[src/rtl/mdio_pkg.sv]
// Shared Clause-22 MDIO frame constants, field widths and responder state encoding.
package mdio_pkg;

  localparam logic [1:0] ST_BITS = 2'b01;
  localparam logic [1:0] OP_RD   = 2'b10;
  localparam logic [1:0] OP_WR   = 2'b01;

  localparam int PHYAD_W = 5;
  localparam int REGAD_W = 5;
  localparam int DATA_W  = 16;

  // Bit-counter end values: address fields, write data, read data + release edge, TA + data skip.
  localparam logic [4:0] ADDR_LAST = 5'(PHYAD_W - 1);
  localparam logic [4:0] DATA_LAST = 5'(DATA_W - 1);
  localparam logic [4:0] RD_LAST   = 5'(DATA_W);
  localparam logic [4:0] SKIP_LAST = 5'(DATA_W + 1);

  typedef enum logic [3:0] {
    S_PRE,
    S_ST,
    S_OP,
    S_PHYAD,
    S_REGAD,
    S_TA,
    S_WDATA,
    S_RDATA,
    S_SKIP
  } state_e;

endpackage

[src/rtl/mdio_sync_edge.sv]
// Two-flop synchronizer with a third alignment flop; emits either the aligned level
// or a one-clock pulse on a rising input, both with identical latency.
module mdio_sync_edge #(
  parameter bit RISE_DET = 1'b0
) (
  input  logic clk_app_i,
  input  logic rst_clk_app_n,
  input  logic i_async,
  output logic o_q
);

  logic r_meta;
  logic r_sync;
  logic r_prev;

  always_ff @(posedge clk_app_i or negedge rst_clk_app_n) begin
    if (!rst_clk_app_n) begin
      r_meta <= 1'b0;
      r_sync <= 1'b0;
      r_prev <= 1'b0;
    end else begin
      r_meta <= i_async;
      r_sync <= r_meta;
      r_prev <= r_sync;
    end
  end

  generate
    if (RISE_DET) begin : g_rise
      logic r_rise;
      always_ff @(posedge clk_app_i or negedge rst_clk_app_n) begin
        if (!rst_clk_app_n) r_rise <= 1'b0;
        else                r_rise <= r_sync & ~r_prev;
      end
      assign o_q = r_rise;
    end else begin : g_level
      assign o_q = r_prev;
    end
  endgenerate

endmodule

[src/rtl/mdio_responder.sv]
// Clause-22 MDIO target: oversamples MDC/MDIO, decodes frames for PHY_ADDR and
// turns them into single-cycle read/write strobes on a 32x16 register port.
module mdio_responder
  import mdio_pkg::*;
#(
  parameter logic [4:0] PHY_ADDR     = 5'd1,
  parameter int         PREAMBLE_LEN = 32,
  parameter bit         BCAST_WR_EN  = 1'b1
) (
  input  logic        clk_app_i,
  input  logic        rst_clk_app_n,
  input  logic        i_mdc,
  input  logic        i_mdio,
  output logic        o_mdio,
  output logic        o_mdio_oe,
  output logic [4:0]  o_reg_addr,
  output logic [15:0] o_reg_wdata,
  output logic        o_reg_wr,
  output logic        o_reg_rd,
  input  logic [15:0] i_reg_rdata,
  output logic        o_frame_err
);

  localparam logic [5:0] ONES_MAX = 6'(PREAMBLE_LEN);

  logic w_mdc_rise;
  logic w_bit;

  mdio_sync_edge #(.RISE_DET(1'b1)) u_sync_mdc (
    .clk_app_i     (clk_app_i),
    .rst_clk_app_n (rst_clk_app_n),
    .i_async       (i_mdc),
    .o_q           (w_mdc_rise)
  );

  mdio_sync_edge #(.RISE_DET(1'b0)) u_sync_mdio (
    .clk_app_i     (clk_app_i),
    .rst_clk_app_n (rst_clk_app_n),
    .i_async       (i_mdio),
    .o_q           (w_bit)
  );

  state_e              r_state, w_state_next;
  logic [4:0]          r_bit_cnt, w_bit_cnt_next;
  logic [5:0]          r_ones, w_ones_next;
  logic                r_op_hi, w_op_hi_next;
  logic                r_is_read, w_is_read_next;
  logic [PHYAD_W-1:0]  r_phyad, w_phyad_next;
  logic [REGAD_W-1:0]  r_regad, w_regad_next;
  logic [DATA_W-1:0]   r_shift, w_shift_next;
  logic                r_mdio, w_mdio_next;
  logic                r_oe, w_oe_next;
  logic [REGAD_W-1:0]  r_reg_addr, w_reg_addr_next;
  logic [DATA_W-1:0]   r_reg_wdata, w_reg_wdata_next;
  logic                r_reg_wr, w_reg_wr_next;
  logic                r_reg_rd, w_reg_rd_next;
  logic                r_frame_err, w_frame_err_next;
  logic                w_err;

  logic [1:0]          w_op;
  logic [REGAD_W-1:0]  w_regad_full;
  logic                w_match;

  assign w_op         = {r_op_hi, w_bit};
  assign w_regad_full = {r_regad[REGAD_W-2:0], w_bit};
  // Reads to address 0 are never answered, even if PHY_ADDR is 0.
  assign w_match = r_is_read ? (r_phyad == PHY_ADDR && r_phyad != 5'd0)
                             : (r_phyad == PHY_ADDR || (BCAST_WR_EN && r_phyad == 5'd0));

  always_ff @(posedge clk_app_i or negedge rst_clk_app_n) begin
    if (!rst_clk_app_n) r_state <= S_PRE;
    else                r_state <= w_state_next;
  end

  always_comb begin
    w_state_next = r_state;
    w_err        = 1'b0;
    if (w_mdc_rise) begin
      case (r_state)
        S_PRE:   if (w_bit == ST_BITS[1] && r_ones == ONES_MAX) w_state_next = S_ST;
        S_ST:    if (w_bit == ST_BITS[0]) w_state_next = S_OP;
                 else                     w_err = 1'b1;
        S_OP:    if (r_bit_cnt == 5'd1) begin
                   if (w_op == OP_RD || w_op == OP_WR) w_state_next = S_PHYAD;
                   else                                w_err = 1'b1;
                 end
        S_PHYAD: if (r_bit_cnt == ADDR_LAST) w_state_next = S_REGAD;
        S_REGAD: if (r_bit_cnt == ADDR_LAST) w_state_next = w_match ? S_TA : S_SKIP;
        S_TA: begin
          if (r_is_read)               w_state_next = S_RDATA;
          else if (r_bit_cnt == 5'd0) w_err = ~w_bit;
          else if (w_bit)              w_err = 1'b1;
          else                         w_state_next = S_WDATA;
        end
        S_WDATA: if (r_bit_cnt == DATA_LAST) w_state_next = S_PRE;
        S_RDATA: if (r_bit_cnt == RD_LAST)   w_state_next = S_PRE;
        S_SKIP:  if (r_bit_cnt == SKIP_LAST) w_state_next = S_PRE;
        default: w_state_next = S_PRE;
      endcase
      if (w_err) w_state_next = S_PRE;
    end
  end

  always_comb begin
    w_bit_cnt_next   = r_bit_cnt;
    w_ones_next      = r_ones;
    w_op_hi_next     = r_op_hi;
    w_is_read_next   = r_is_read;
    w_phyad_next     = r_phyad;
    w_regad_next     = r_regad;
    w_shift_next     = r_shift;
    w_mdio_next      = r_mdio;
    w_oe_next        = r_oe;
    w_reg_addr_next  = r_reg_addr;
    w_reg_wdata_next = r_reg_wdata;
    w_reg_wr_next    = 1'b0;
    w_reg_rd_next    = 1'b0;
    w_frame_err_next = 1'b0;
    if (w_mdc_rise) begin
      w_bit_cnt_next = (w_state_next != r_state || r_state == S_PRE) ? 5'd0 : r_bit_cnt + 5'd1;
      // Ones are counted in every state so a preamble may follow a frame immediately.
      if (w_err)      w_ones_next = 6'd0;
      else if (w_bit) w_ones_next = (r_ones == ONES_MAX) ? r_ones : r_ones + 6'd1;
      else            w_ones_next = 6'd0;
      case (r_state)
        S_OP: begin
          if (r_bit_cnt == 5'd0) w_op_hi_next   = w_bit;
          else                   w_is_read_next = (w_op == OP_RD);
        end
        S_PHYAD: w_phyad_next = {r_phyad[PHYAD_W-2:0], w_bit};
        S_REGAD: begin
          w_regad_next = w_regad_full;
          if (r_bit_cnt == ADDR_LAST && w_match && r_is_read) begin
            w_reg_addr_next = w_regad_full;
            w_reg_rd_next   = 1'b1;
          end
        end
        S_TA: begin
          if (r_is_read) begin
            w_shift_next = i_reg_rdata;
            w_oe_next    = 1'b1;
            w_mdio_next  = 1'b0;
          end
        end
        S_RDATA: begin
          if (r_bit_cnt == RD_LAST) begin
            w_oe_next   = 1'b0;
            w_mdio_next = 1'b0;
          end else begin
            w_mdio_next  = r_shift[DATA_W-1];
            w_shift_next = {r_shift[DATA_W-2:0], 1'b0};
          end
        end
        S_WDATA: begin
          w_shift_next = {r_shift[DATA_W-2:0], w_bit};
          if (r_bit_cnt == DATA_LAST) begin
            w_reg_wdata_next = {r_shift[DATA_W-2:0], w_bit};
            w_reg_addr_next  = r_regad;
            w_reg_wr_next    = 1'b1;
          end
        end
        default: ;
      endcase
      if (w_err) begin
        w_frame_err_next = 1'b1;
        w_oe_next        = 1'b0;
      end
    end
  end

  always_ff @(posedge clk_app_i or negedge rst_clk_app_n) begin
    if (!rst_clk_app_n) begin
      r_bit_cnt   <= 5'd0;
      r_ones      <= 6'd0;
      r_op_hi     <= 1'b0;
      r_is_read   <= 1'b0;
      r_phyad     <= '0;
      r_regad     <= '0;
      r_shift     <= '0;
      r_mdio      <= 1'b0;
      r_oe        <= 1'b0;
      r_reg_addr  <= '0;
      r_reg_wdata <= '0;
      r_reg_wr    <= 1'b0;
      r_reg_rd    <= 1'b0;
      r_frame_err <= 1'b0;
    end else begin
      r_bit_cnt   <= w_bit_cnt_next;
      r_ones      <= w_ones_next;
      r_op_hi     <= w_op_hi_next;
      r_is_read   <= w_is_read_next;
      r_phyad     <= w_phyad_next;
      r_regad     <= w_regad_next;
      r_shift     <= w_shift_next;
      r_mdio      <= w_mdio_next;
      r_oe        <= w_oe_next;
      r_reg_addr  <= w_reg_addr_next;
      r_reg_wdata <= w_reg_wdata_next;
      r_reg_wr    <= w_reg_wr_next;
      r_reg_rd    <= w_reg_rd_next;
      r_frame_err <= w_frame_err_next;
    end
  end

  assign o_mdio      = r_mdio;
  assign o_mdio_oe   = r_oe;
  assign o_reg_addr  = r_reg_addr;
  assign o_reg_wdata = r_reg_wdata;
  assign o_reg_wr    = r_reg_wr;
  assign o_reg_rd    = r_reg_rd;
  assign o_frame_err = r_frame_err;

endmodule

[config.mk]
export PLATFORM = sky130hd
export DESIGN_NAME = mdio_responder
export DESIGN_NICKNAME = d
export VERILOG_FILES = /design/src/rtl/mdio_pkg.sv /design/src/rtl/mdio_sync_edge.sv /design/src/rtl/mdio_responder.sv
export SDC_FILE = /design/constraint.sdc
export NUM_CORES = 1
export LEC_CHECK = 0
export ABC_CLOCK_PERIOD_IN_PS = 3200
export CORE_AREA = 5 5 90 92
export DETAILED_ROUTE_END_ITERATION = 8
export DIE_AREA = 0 0 95 97
export GPL_TIMING_DRIVEN = 0
export PLACE_DENSITY = 0.77
export SLEW_MARGIN = 15
export SYNTH_ARGS = -nofsm -noshare
export SYNTH_HDL_FRONTEND = slang
export SYNTH_HIERARCHICAL = 1
export SYNTH_SLANG_ARGS = --single-unit
[constraint.sdc]
create_clock -name clk_app_i -period 3.2 [get_ports clk_app_i]
set_clock_uncertainty 0.15 [all_clocks]
set_input_delay 0.48 -clock clk_app_i [delete_from_list [all_inputs] [get_ports clk_app_i]]
set_output_delay 0.48 -clock clk_app_i [all_outputs]
set_load 0.1 [all_outputs]
==> results of run 1 <==
-- power groups by stage --
stage | sequential, W | combinational (W) | clock, W
2_1_floorplan | 0.000995 | 0.0000413 | 0
3_3_place_gp | 0.000997 | 0.0000941 | 0
3_5_place_dp | 0.000997 | 0.000100 | 0
4_1_cts | 0.000978 | 0.000102 | 0.000690
5_1_grt | 0.000982 | 0.000111 | 0.000731
6_report | 0.000980 | 0.0000979 | 0.000670
-- flip-flops by register name, indices dropped and copies added, names as in the netlist, 4 cells and up --
| signal | count |
|---|---|
| o_reg_wdata | 16 |
| o_reg_addr | 5 |
| r_phyad | 5 |
| r_regad | 5 |
| r_ones | 6 |
| r_state | 4 |
| r_bit_cnt | 5 |
| r_shift | 16 |
-- metal layers --
metal	routed length (um)	up-vias	track usage [%]	share of wire (%)
li1	-	1403	-	-
met1	3869	1457	27.77	45
met2	3984	96	30.04	46
met3	559	19	6.362	6.5
met4	226	0	7.880	2.6
met5	0	-	0	0
-- what timing repair did --
action / 4_1_cts / 5_1_grt
hold buffers: 1 / 0
endpoints found under the hold margin: 21 / 0
setup endpoints to repair: 0 / 1
-- area by class of cell --
cell class / count / area share, %
Clock buffer: 12 / 3.159
Buffer: 18 / 1.906
Sequential cell: 76 / 41.39
Multi-Input combinational cell: 249 / 38.34
Clock inverter: 4 / 0.7081
Inverter: 15 / 1.225
Tap cell: 99 / 2.696
Timing Repair Buffer: 47 / 10.57
-- cells in the mapped netlist, drive strengths merged (3+ instances only) --
master  instances
a21oi          28
nor4b           6
nor2b           4
nor3           12
mux2           27
inv            15
mux2i          20
nand2          24
a211oi          3
buf            10
nand3           6
and3            5
nor4            4
nand2b          4
o22ai           3
o21ai          21
nor2           33
clkbuf          9
dfrtp          76
ha              7
-- worst register-to-register path: cells and delay by family (launching register included) --
kind	cells	cell delay, ns
buffers and inverters	1	0.22
AOI/OAI and AO/OA	5	1.09
DFF	1	0.55
and+or+nand+nor	1	0.40
adders and majority gates	1	0.36
-- stage by stage --
stage	cells	hold slack [ns]
5_1_grt	520	0.2214
3_5_place_dp	504	0.1903
3_3_place_gp	503	0.1850
6_report	520	0.2058
4_1_cts	521	0.2109
2_1_floorplan	359	0.03441
-- how the worst max path moves through the flow --
stage,startpoint,cells past startpoint,to
floorplan,u_sync_mdio/o_q$_DFF_PN0_,9,r_bit_cnt[1]$_DFFE_PN0P_
detailed placement,u_sync_mdio/o_q$_DFF_PN0_,9,r_bit_cnt[2]$_DFFE_PN0P_
global route,u_sync_mdio/o_q$_DFF_PN0_,8,r_bit_cnt[2]$_DFFE_PN0P_
global placement,rst_clk_app_n,1,o_reg_wr$_DFF_PN0_
CTS,u_sync_mdio/o_q$_DFF_PN0_,9,r_bit_cnt[2]$_DFFE_PN0P_
finish,u_sync_mdio/o_q$_DFF_PN0_,8,r_bit_cnt[2]$_DFFE_PN0P_
-- cells by family (layout without fill, tap and decap cells) --
group           after synthesis  count (layout)  share of synthesized area [%]
simple gates                116             116                          16.91
buf+inv                      34              96                          3.874
mux                          47              47                          13.23
compound gates               78              78                          13.56
flops                        76              76                          49.90
fa+ha+maj                     7               7                          2.298
xor+xnor                      1               1                         0.2299
==> metrics.log, run 1 <==
INFO  metric run_status = complete, no violations
INFO  metric detail_route.wl_per_cell = 16.62 um
INFO  metric most-common-layout-cells = dfrtp_1 (76), clkdlybuf4s50_1 (44), nor2_1 (33), a21oi_1 (28), mux2_2 (27)
INFO  metric hold_path_depth = 0
INFO  metric grt.total_usage = approximately 20%
INFO  metric root_buffer = clkbuf_8
INFO  metric synth.cell_area = roughly 3800 um^2
INFO  metric hold_viol_final = 0
INFO  metric layout.nets = 443
INFO  metric final-setup-viol-count = 0
INFO  metric pwr_cell_area = 380.4 nW/um^2
INFO  metric layout_area_growth_over_synthesis = 20.55%
INFO  metric max_cap_violations = 0
INFO  metric crit_buf_inv = 1
INFO  metric clock_tree.buffer_depth = 2
INFO  metric power_leakage = 2.043 nW
INFO  metric area.sequential = 1902 um^2
INFO  metric drc_errors = 0
INFO  metric worst-setup-path-type = register to register
INFO  metric synth_sequential_area_ratio = 49.90%
INFO  metric floorplan.die_area = 9215 um^2
INFO  metric htree_num_levels = 3
INFO  metric post-route-min-period = 2.876 ns
INFO  metric width_of_the_chip = 95 um
INFO  metric detailed_place.area = 4410 um^2
INFO  metric power_frac_clock = 38.3%
INFO  metric layout_cell_share_with_drive_strength_beyond_1 = 15.68%
INFO  metric sequentialPowerShare = 56.1%
INFO  metric post_synth_top_flop = dfrtp_1
INFO  metric vdd_drop_max = just over 300 uV
INFO  metric aggregate_global_routing_overflow = 0
INFO  metric grt_first_pass_wirelength = approximately 15000 um
INFO  metric route.vias.total = 2975
INFO  metric grt_start_max_net_pins = 56
INFO  metric crit_path_max_incr_delay = between 0.5 and 0.6 ns
INFO  metric max_slew.worst_pin.slew = 1.020 ns
INFO  metric io_buffers = 45
INFO  metric detail_route.iter0.violations = between 100 and 150
INFO  metric postRouteAntennaNets = 0
INFO  metric final.period_utilization = 89.87%
INFO  metric internal_power = 0.001323 W
INFO  metric critical-path-top-delay-family = compound AO/OA/AOI/OAI gates
INFO  metric antennaDiodeCount = 0
INFO  metric cts.sink_count = 76
INFO  metric viasPerCell = roughly 5.7
INFO  metric ordered_list_of_cells_on_the_worst_path = inv_1, ha_1, a32oi_1, o211ai_4, or3_1, a32oi_1, o2111ai_1, o21ai_0
INFO  metric netSwitchingPower = 0.0004248 W
INFO  metric ys_seq_elements = 76
INFO  metric grt_antenna_before_repair = 0
INFO  metric count_of_standard_cell_rows = 31
INFO  metric synth_nets = approximately 390
INFO  metric worst_slack = 0.3241 ns
INFO  metric comb_power_share = approximately 5.6%
INFO  metric fp.coreArea = 7137 um^2
INFO  metric power.switching_fraction = 24.31%
INFO  metric synthesis.area_per_instance = approximately 11 um^2
INFO  metric tritoncts = yes
INFO  metric yosysWarningCount = 6
INFO  metric multi_input_area = 1762 um^2
INFO  metric netlist.top_cell.by_area = dfrtp_1
INFO  metric launch_point_of_the_worst_reg_to_reg_path = u_sync_mdio/o_q$_DFF_PN0_
INFO  metric critPathSlowestCell = dfrtp_1
INFO  metric rsz0062_at_grt = false
INFO  metric cts_post_setup_buffers_inserted = 0
INFO  metric io_pins = 46
INFO  metric chipHeight = approximately 97 um
INFO  metric cts_resized = 0
INFO  metric synthTopCellsByArea = dfrtp_1 (50%), mux2_2 (8.0%), mux2i_1 (5.3%), a21oi_1 (3.7%), nor2_1 (3.3%)
INFO  metric timing.rr.end = r_bit_cnt[2]$_DFFE_PN0P_
INFO  metric worst_setup_hold_path_clk_slew = 0.08 ns
INFO  metric timing.critical_path.arrival = about 3.0 ns
INFO  metric dp_slack = 0.2119 ns
INFO  metric critical_path_endpoint_category = register
INFO  metric cts_buffers = 9
INFO  metric yosysUniqueCellTypes = 57
INFO  metric worst_hold_path.endpoint = u_sync_mdio/r_sync$_DFF_PN0_
INFO  metric mostFrequentLayoutCell = dfrtp_1
INFO  metric r2r_slack = 0.32 ns
INFO  metric cp_max_fo = 10
INFO  metric crit_path_frequent_cell = a32oi_1
INFO  metric critPathRequiredTime = 3.31 ns
INFO  metric finished_cell_area = between 4000 and 5000 um^2
INFO  metric number_of_flops_mapped_to_enable_cells_by_yosys = 0
INFO  metric async_flop_share = 100.0%
INFO  metric report.power.total = 0.001748 W
INFO  metric hp-class = register to register
INFO  metric maxSlewViolCount = 0
INFO  metric layout.filler_cells = roughly 600
INFO  metric timing.reg2reg.worst_path_depth = 8
INFO  metric number_of_search_and_repair_iterations_in_the_first_detailed_routing_pass = 5
INFO  metric synth_top_area_share = between 40% and 50%
INFO  metric crit_path_start_kind = register
INFO  metric initial_core_util = roughly 53%
INFO  metric post-dp-hpwl = 6141 um
INFO  metric fmax = about 0.35 GHz
INFO  metric headroom_to_the_max_slew_limit = 31.79%
INFO  metric cell_count_after_synthesis = 359
INFO  metric clk_latency = 0.35 ns
INFO  metric startpoint_of_the_most_critical_hold_path = u_sync_mdio/r_meta$_DFF_PN0_
INFO  metric tns = 0 ns
INFO  metric finalWirelength = 8640 um
INFO  metric post_route_core_utilization = between 60% and 70%
INFO  metric number_of_global_route_vias_before_repair = 3005
INFO  metric gp_congestion = 0.9231
Power figures use the tool's default switching activity.
==> run 2: changes to the inputs <==
--- a/config.mk
+++ b/config.mk
@@ -8,3 +8,5 @@
 export ABC_CLOCK_PERIOD_IN_PS = 3200
+export CAP_MARGIN = 30
 export CORE_AREA = 5 5 90 92
+export CTS_CLUSTER_SIZE = 16
 export DETAILED_ROUTE_END_ITERATION = 8
==> constraint.sdc (replaced) <==
create_clock -name clk_app_i -period 3.2 [get_ports clk_app_i]
set_clock_uncertainty 0.15 [all_clocks]
set_input_delay 0.64 -clock clk_app_i [delete_from_list [all_inputs] [get_ports clk_app_i]]
set_output_delay 0.64 -clock clk_app_i [all_outputs]
set_load 0.1 [all_outputs]
==> metrics.log, run 2 (synthesis gave the netlist of run 1 again) <==
INFO  metric critical_path_endpoint_category = register
INFO  metric cp-endpoint = r_bit_cnt[2]$_DFFE_PN0P_
INFO  metric post-route-min-period = 2.882 ns
INFO  metric floorplan.die_area = 9215 um^2
INFO  metric htree_num_levels = 3
INFO  metric cts_post_setup_buffers_inserted = 0
INFO  metric rsz0062_at_grt = false
INFO  metric detail_route.iter0.violations = 181
INFO  metric count_of_standard_cell_rows = 31
INFO  metric critPathRequiredTime = 3.31 ns
INFO  metric grt_first_pass_wirelength = 14790 um
INFO  metric headroom_to_the_max_slew_limit = 31.83%
INFO  metric max_cap_violations = 0
INFO  metric initial_core_util = 53.40%
INFO  metric timing.critical_path.arrival = 2.99 ns
INFO  metric cts_resized = 0
INFO  metric timing.critical_path.from = u_sync_mdio/o_q$_DFF_PN0_
INFO  metric final.period_utilization = 90.06%
INFO  metric hp-class = primary input to async pin
INFO  metric mostFrequentLayoutCell = dfrtp_1
INFO  metric crit_path_start_kind = register
INFO  metric detail_route.wl_per_cell = 16.59 um
INFO  metric route.vias.total = 2958
INFO  metric postRouteAntennaNets = 0
INFO  metric worst_setup_hold_path_clk_slew = 0.08 ns
INFO  metric final-setup-viol-count = 0
INFO  metric drc_errors = 0
INFO  metric power_leakage = around 2 nW
INFO  metric io_pins = 46
INFO  metric maxSlewViolCount = 0
INFO  metric timing.reg2reg.worst_path_depth = 8
INFO  metric antennaDiodeCount = 0
INFO  metric tritoncts = yes
INFO  metric cts.sink_count = 76
INFO  metric number_of_global_route_vias_before_repair = ~3000
INFO  metric max_slew.worst_pin.slew = 1.019 ns
INFO  metric r2r_slack = 0.32 ns
INFO  metric most-common-layout-cells = dfrtp_1 (76), clkdlybuf4s50_1 (44), nor2_1 (33), a21oi_1 (28), mux2_2 (27)
INFO  metric layout.nets = 442
INFO  metric worst_slack = 0.3180 ns
INFO  metric layout_area_growth_over_synthesis = 20.29%
INFO  metric grt_start_max_net_pins = 56
INFO  metric number_of_search_and_repair_iterations_in_the_first_detailed_routing_pass = 5
INFO  metric viasPerCell = 5.699
INFO  metric clock_tree.buffer_depth = 2
INFO  metric tns = 0 ns
INFO  metric fmax = 0.3470 GHz
INFO  metric chipHeight = 97 um
INFO  metric clk_latency = 0.35 ns
INFO  metric worst-setup-path-type = register to register
INFO  metric dp_slack = 0.2119 ns
INFO  metric io_buffers = 45
INFO  metric vdd_drop_max = 307.9 uV
INFO  metric cp_max_fo = 10
INFO  metric post-dp-hpwl = about 6100 um
INFO  metric fp.coreArea = ~7100 um^2
INFO  metric cts_buffers = 9
INFO  metric launch_point_of_the_worst_reg_to_reg_path = u_sync_mdio/o_q$_DFF_PN0_
INFO  metric root_buffer = clkbuf_8
INFO  metric timing.rr.end = r_bit_cnt[2]$_DFFE_PN0P_
INFO  metric width_of_the_chip = 95 um
INFO  metric grt.total_usage = roughly a fifth
INFO  metric postCtsHoldBufs = 0
INFO  metric gp_congestion = 0.9231
INFO  metric whs = between 0.015 and 0.02 ns
INFO  metric grt_antenna_before_repair = 0
INFO  metric hold_viol_final = 0
INFO  metric pwr_cell_area = 380.7 nW/um^2
INFO  metric layout_cell_share_with_drive_strength_beyond_1 = 15.71%
INFO  metric report.power.total = 0.001745 W
INFO  metric finalWirelength = 8609 um
INFO  metric run_status = complete, no violations
INFO  metric aggregate_global_routing_overflow = 0
run 2: layer usage:
layer	GRT usage [%]	wire length, um	share of wire (%)	up-vias
li1	-	-	-	1399
met1	27.77	3864	45	1443
met2	29.93	3988	46	97
met3	6.362	536	6.2	19
met4	7.880	219	2.5	0
met5	0	0	0	-
run 2: worst min path at each step:
| stage | to | cells after the start |
|---|---|---|
| 5_1_grt | o_reg_addr[4]$_DFFE_PN0P_ | 1 |
| 2_1_floorplan | u_sync_mdc/r_sync$_DFF_PN0_ | 0 |
| 3_3_place_gp | u_sync_mdc/r_sync$_DFF_PN0_ | 0 |
| 6_report | o_reg_addr[4]$_DFFE_PN0P_ | 1 |
| 3_5_place_dp | u_sync_mdio/o_q$_DFF_PN0_ | 0 |
| 4_1_cts | o_reg_addr[4]$_DFFE_PN0P_ | 1 |
run 2: stage by stage:
stage / std cells / instance area [um^2] / util (%)
floorplan: 359 / 3811 / -
global placement: 503 / 4385 / 61.45
detailed placement: 504 / 4410 / 61.80
CTS: 520 / 4588 / 64.29
global route: 519 / 4584 / 64.24
finish: 519 / 4584 / 64.24
run 2: critical path, cell delays in order, from the launching register on:
cell	delay (ns)
dfrtp_1	0.55
inv_1	0.22
ha_1	0.36
a32oi_1	0.33
o211ai_4	0.19
or3_1	0.40
a32oi_1	0.28
o2111ai_1	0.18
o21ai_0	0.12
run 2: layout make-up:
type	instances	area (um^2)
Sequential cell	76	1902
Tap cell	99	123.9
Inverter	15	56.30
Multi-Input combinational cell	249	1762
Fill cell	596	2552
Buffer	18	87.58
Clock inverter	4	32.53
Clock buffer	12	145.1
Timing Repair Buffer	46	475.5
run 2: where the power goes:
group	internal [W]	switching (W)	total, W
Combinational	0.0000448	0.0000519	0.0000967
Sequential	0.000970	0.00000983	0.000979
Clock	0.000307	0.000361	0.000669
Total	0.00132	0.000423	0.00175
